==> src/rtl/controle_entrada_tempo.sv <==
// Debounced keypad entry of an MM:SS time as four BCD digits, shifted in from the right.
// Optional build macro VALIDA_SEGUNDOS_EN rejects keys that would put a value above 5 in seconds tens.
module controle_entrada_tempo #(
    parameter int DEBOUNCE = 4
) (
    input  logic        clock,
    input  logic        reset,
    input  logic        dado_valido,
    input  logic [3:0]  BCD,
    input  logic        iniciar,
    input  logic        cancelar,
    output logic        enablen,
    output logic [15:0] digitos,
    output logic [2:0]  num_digitos,
    output logic        entrada_ativa,
    output logic        pronto,
    output logic        erro,
    output logic [1:0]  estado
);

    // Encoder handshake: the encoder drives dado_valido/BCD only while enablen is low;
    // a key is taken once dado_valido and BCD stay unchanged for DEBOUNCE synchronized
    // cycles, and the next key needs DEBOUNCE synchronized cycles of dado_valido low first.

    localparam int CW = $clog2(DEBOUNCE + 2);
    localparam logic [CW-1:0] LIMITE = CW'(DEBOUNCE);

    typedef enum logic [1:0] {
        OCIOSO        = 2'd0,
        ESPERA_TECLA  = 2'd1,
        FILTRO        = 2'd2,
        ESPERA_SOLTAR = 2'd3
    } estado_t;

    logic       dv_s1, dv_s2;
    logic [3:0] bcd_s1, bcd_s2;

    estado_t       est_q, est_d;
    logic [CW-1:0] cnt_q, cnt_d, cnt_inc;
    logic [3:0]    tecla_q, tecla_d;
    logic [15:0]   dig_d;
    logic [2:0]    num_d;
    logic          pronto_d;
    logic          aceita;
    logic          rejeita;

    assign estado  = est_q;
    assign cnt_inc = cnt_q + CW'(1);

    always_ff @(posedge clock or posedge reset) begin
        if (reset) begin
            dv_s1  <= 1'b0;
            dv_s2  <= 1'b0;
            bcd_s1 <= 4'd0;
            bcd_s2 <= 4'd0;
        end else begin
            dv_s1  <= dado_valido;
            dv_s2  <= dv_s1;
            bcd_s1 <= BCD;
            bcd_s2 <= bcd_s1;
        end
    end

`ifdef VALIDA_SEGUNDOS_EN
    // Shifting the current units digit into seconds tens must not exceed 5.
    assign rejeita = aceita && (num_digitos != 3'd0) && (digitos[3:0] > 4'd5);
`else
    assign rejeita = 1'b0;
`endif

    always_comb begin
        est_d    = est_q;
        cnt_d    = cnt_q;
        tecla_d  = tecla_q;
        dig_d    = digitos;
        num_d    = num_digitos;
        pronto_d = 1'b0;
        aceita   = 1'b0;

        if (cancelar) begin
            est_d = OCIOSO;
            cnt_d = '0;
            dig_d = 16'h0000;
            num_d = 3'd0;
        end else if (iniciar) begin
            est_d = ESPERA_TECLA;
            cnt_d = '0;
            dig_d = 16'h0000;
            num_d = 3'd0;
        end else begin
            case (est_q)
                OCIOSO: begin
                    cnt_d = '0;
                end
                ESPERA_TECLA: begin
                    if (dv_s2) begin
                        tecla_d = bcd_s2;
                        cnt_d   = CW'(1);
                        est_d   = FILTRO;
                    end
                end
                FILTRO: begin
                    if (dv_s2 && (bcd_s2 == tecla_q)) begin
                        cnt_d = cnt_inc;
                        if (cnt_inc >= LIMITE) begin
                            aceita = 1'b1;
                            cnt_d  = '0;
                            est_d  = ESPERA_SOLTAR;
                        end
                    end else begin
                        cnt_d = '0;
                        est_d = ESPERA_TECLA;
                    end
                end
                ESPERA_SOLTAR: begin
                    if (!dv_s2) begin
                        cnt_d = cnt_inc;
                        if (cnt_inc >= LIMITE) begin
                            cnt_d = '0;
                            est_d = ESPERA_TECLA;
                        end
                    end else begin
                        cnt_d = '0;
                    end
                end
                default: begin
                    cnt_d = '0;
                    est_d = OCIOSO;
                end
            endcase

            if (aceita && !rejeita) begin
                dig_d = {digitos[11:0], tecla_q};
                num_d = num_digitos + 3'd1;
                if (num_d == 3'd4) begin
                    pronto_d = 1'b1;
                    est_d    = OCIOSO;
                end
            end
        end
    end

    always_ff @(posedge clock or posedge reset) begin
        if (reset) begin
            est_q         <= OCIOSO;
            cnt_q         <= '0;
            tecla_q       <= 4'd0;
            digitos       <= 16'h0000;
            num_digitos   <= 3'd0;
            pronto        <= 1'b0;
            enablen       <= 1'b1;
            entrada_ativa <= 1'b0;
        end else begin
            est_q         <= est_d;
            cnt_q         <= cnt_d;
            tecla_q       <= tecla_d;
            digitos       <= dig_d;
            num_digitos   <= num_d;
            pronto        <= pronto_d;
            enablen       <= (est_d == OCIOSO);
            entrada_ativa <= (est_d != OCIOSO);
        end
    end

`ifdef VALIDA_SEGUNDOS_EN
    always_ff @(posedge clock or posedge reset) begin
        if (reset) begin
            erro <= 1'b0;
        end else begin
            erro <= rejeita && !cancelar && !iniciar;
        end
    end
`else
    assign erro = 1'b0;
`endif

endmodule

==> config.mk <==
export PLATFORM = sky130hd
export DESIGN_NAME = controle_entrada_tempo
export DESIGN_NICKNAME = d
export VERILOG_FILES = /design/src/rtl/controle_entrada_tempo.sv
export SDC_FILE = /design/constraint.sdc
export NUM_CORES = 1
export LEC_CHECK = 0
export BUFFER_PORTS_ARGS = -buffer_cell sky130_fd_sc_hd__buf_2
export CAP_MARGIN = 25
export CORE_AREA = 2 2 54 94
export CTS_CLUSTER_SIZE = 40
export DETAILED_ROUTE_END_ITERATION = 8
export DIE_AREA = 0 0 56 96
export SKIP_LAST_GASP = 1
export SLEW_MARGIN = 25
export SYNTH_ARGS = -nofsm -noshare
export SYNTH_HDL_FRONTEND = slang
export SYNTH_SLANG_ARGS = --single-unit
==> constraint.sdc <==
create_clock -name clock -period 4.75 [get_ports clock]
set_input_delay 0.7125 -clock clock [delete_from_list [all_inputs] [get_ports clock]]
set_output_delay 0.7125 -clock clock [all_outputs]
set_load 0.03 [all_outputs]
==> flow_summary.yaml <==
outcome:
  status: "completed"
setup_path:
  critPathKind: "flip-flop to flip-flop"
  crit_path_end_kind: "flip-flop"
  critPathRequiredTime_ns: 4.98
  startpoint_type: "flip-flop"
  crit_path_max_incr_delay_ns: 0.53
  startpoint: "cnt_q[0]"
  crit_family: "simple AND/OR/NAND/NOR gates"
  critPathSlowestCell: "nor2_2"
  r2r_start: "cnt_q[0]"
  worstPathArrival_ns: 2.35
  crit_fanout: 17
  path_cells: "ha_1, xnor2_1, nor3b_1, and2_1, nor2_2, a22o_1"
  reg2reg_slack_ns: 2.63
  critical_path_buf_inv_count: 0
yosys:
  synthSimpleGateAreaFrac_pct: 9.39
  synth.mux.area_fraction_pct: 3.64
  syn_inst: 123
  synth_compound_area_share_pct: 13.6
  synth_seq_area_share_pct: 62.2
  synth-seq-cells: 41
  syn-cell-area_mm2: 0.00165
  synth-adder-area-share_pct: 2.27
  synth_nets: 135
  synth_edf_count: 0
  synth.largest_area_cell: "dfrtp_1"
  synthTopCellsByCount: "dfrtp_1 (40), a22o_1 (17), nor2_1 (5), xor2_1 (5)"
  synth.distinct_cells: 37
  async_flop_share_pct: 100
  synth_top_area_share_pct: 60.6
  yosysWarnings: 0
  synth_top_family_by_area: "compound AO/OA/AOI/OAI gates"
  synth-xor-area-share_pct: 4.24
  yosys-top-cells-area: "dfrtp_1 (61%), a22o_1 (9.0%), mux2_4 (3.6%), xor2_1 (2.7%), ha_1 (2.3%)"
  synth.most_common_cell: "dfrtp_1"
  synth_ff_type: "dfrtp_1"
  avgSynthCellArea_um2: 13.4
power:
  ir_worst_vdd_mv: 0.234
  leakage_nw: 1.00
  pwr_density_cell_mw_per_mm2: 358
timing:
  max_freq_mhz: 472
  fin_crit_ns: 2.12
  max_slew_margin_pct: 54.9
  fin_worst_skew_ns: 0.00881
  fin_crit_sh_pct: 44.6
  rsz0062_at_grt: "false"
  tightest_slew_ns: 0.675
  fin_setup_tns_ns: 0
  hold_viol_final: 0
  setup_viol: 0
  drv_slew: 0
placed_design:
  dp.cells: 201
  portBuffers: 32
  hpwl_mm: 2.06
  place_congestion: 0.797
floorplan:
  core-area_mm2: 0.00462
  boundaryPins: 34
  initial_core_util_pct: 35.7
  die_h_um: 96
  rows: 33
  dieWidth_um: 56
  dieArea_mm2: 0.00538
route:
  via_per_inst: 5.09
  dr.pass1.iters: 3
  drt-initial-drc-count: 42
  avgRoutedWirePerCell_um: 14.2
  num_vias: 1063
  drc: 0
  routed_wl_mm: 2.97
  ant_nets: 0
clock_network:
  clock_latency_ns: 0.30
  clockRootBuffer: "clkbuf_8"
  cts_tree: "yes"
  cts_buffers: 5
  clock_path_buffers: 2
  cts_hold_buffers: 0
  cts_setup_buffers: 0
  clock_sinks: 41
  cts_resized: 0
  path_clk_slew_ns: 0.07
  cts-htree-levels: 2
cells_and_area:
  fillCellCount: 436
  nNetsFinal: 168
  layout-drive-gt1-share_pct: 30.6
  utilization_pct: 41.6
  stdcell_count: 209
  syn_to_final_growth_pct: 16.4
  antenna_cells: 0
global_route:
  grt_pass1_vias: 1134
  grt_max_degree: 42
  grt_usage_pct: 12.4
  antenna_found_initial: 0
  overflow: 0
  grt_pass1_wl_mm: 5.21
min_path:
  hp-class: "flip-flop to flip-flop"
  hold_start: "dv_s1"
run:
  drv_cap: 0
[cells in the final DEF, fill, tap and decap left out]
cell and count:
ha_1 3, nand4_1 1, or2b_1 1, dfstp_2 1
mux2_4 4, nor2_1 5, nand3_1 3, a311oi_1 1
dfrtp_1 40, conb_1 1, nand2_1 3, xor2_1 5
buf_4 1, o21ai_0 2, clkinv_4 1, xnor2_1 3
nor3b_1 1, buf_2 32, and3_1 2, and4_1 1
or3_4 1, o21a_1 1, o2bb2ai_1 1, clkinv_2 1
nand3b_1 1, nor2b_1 1, a22o_1 17, nor3_1 1
or2_1 2, a21o_1 1, nor2_2 1, clkbuf_8 6
a2bb2oi_1 1, a21oi_1 2, inv_1 4, o22ai_1 1
a211o_1 1, and2_1 3
[registers in the layout (all words and copies together) (netlist names), 2 cells and up]
name         cells
digitos         16
bcd_s1           4
bcd_s2           4
tecla_q          4
cnt_q            3
num_digitos      3
estado           2
[routing by layer]
| metal | GRT usage (%) | vias to the layer above | wire length [um] | share of wire [%] |
|---|---|---|---|---|
| met1 | 13.5 | 535 | 1160 | 39 |
| li1 | - | 495 | - | - |
| met2 | 21.3 | 25 | 1590 | 54 |
| met4 | 7.54 | 0 | 85 | 2.9 |
| met3 | 3.63 | 8 | 127 | 4.3 |
| met5 | 0 | - | 0 | 0 |
[layout make-up]
| type | count | area [um2] | share of cell area, % |
|---|---|---|---|
| sequential | 41 | 1030 | 53.4 |
| clock inverter | 2 | 13.8 | 0.716 |
| multi-input combinational | 71 | 552 | 28.7 |
| timing repair buffer | 33 | 168 | 8.72 |
| clock buffer | 6 | 82.6 | 4.29 |
| tap | 52 | 65.1 | 3.38 |
| inverter | 4 | 15.0 | 0.781 |
[logic make-up (layout without fill, tap and decap cells)]
logic type / Yosys count / after routing
AOI/OAI and AO/OA: 28 / 28
xor gates and xnor gates: 8 / 8
adders and majority gates: 3 / 3
buffers and inverters: 11 / 45
DFF: 41 / 41
muxes: 4 / 4
other: 1 / 1
and+or+nand+nor: 27 / 27
[stage by stage]
step,hold WS (ns),instance area (um2),total power [mW],setup WS (ns)
after floorplan,0.331,1650,0.438,2.62
after global placement,0.333,1830,0.451,2.53
after detailed placement,0.335,1830,0.455,2.52
after CTS,0.353,1920,0.697,2.63
after global routing,0.367,1920,0.723,2.45
final,0.351,1920,0.688,2.63
[path summary, 6_finish.rpt]
check	depth (start not counted)	to
worst max-delay path	6	digitos[1]
worst max register to register	6	digitos[1]
max in group asynchronous	3	enablen
worst min-delay path	0	dv_s2
worst min register to register	0	dv_s2
min in group asynchronous	3	bcd_s1[2]
[report_power, final]
part | internal, mW | total, mW | switching (mW)
Combinational | 0.0295 | 0.0661 | 0.0366
Sequential | 0.366 | 0.381 | 0.0150
Clock | 0.118 | 0.240 | 0.122
Total | 0.514 | 0.688 | 0.174
Note: power is estimated with default switching activity, not from simulation.
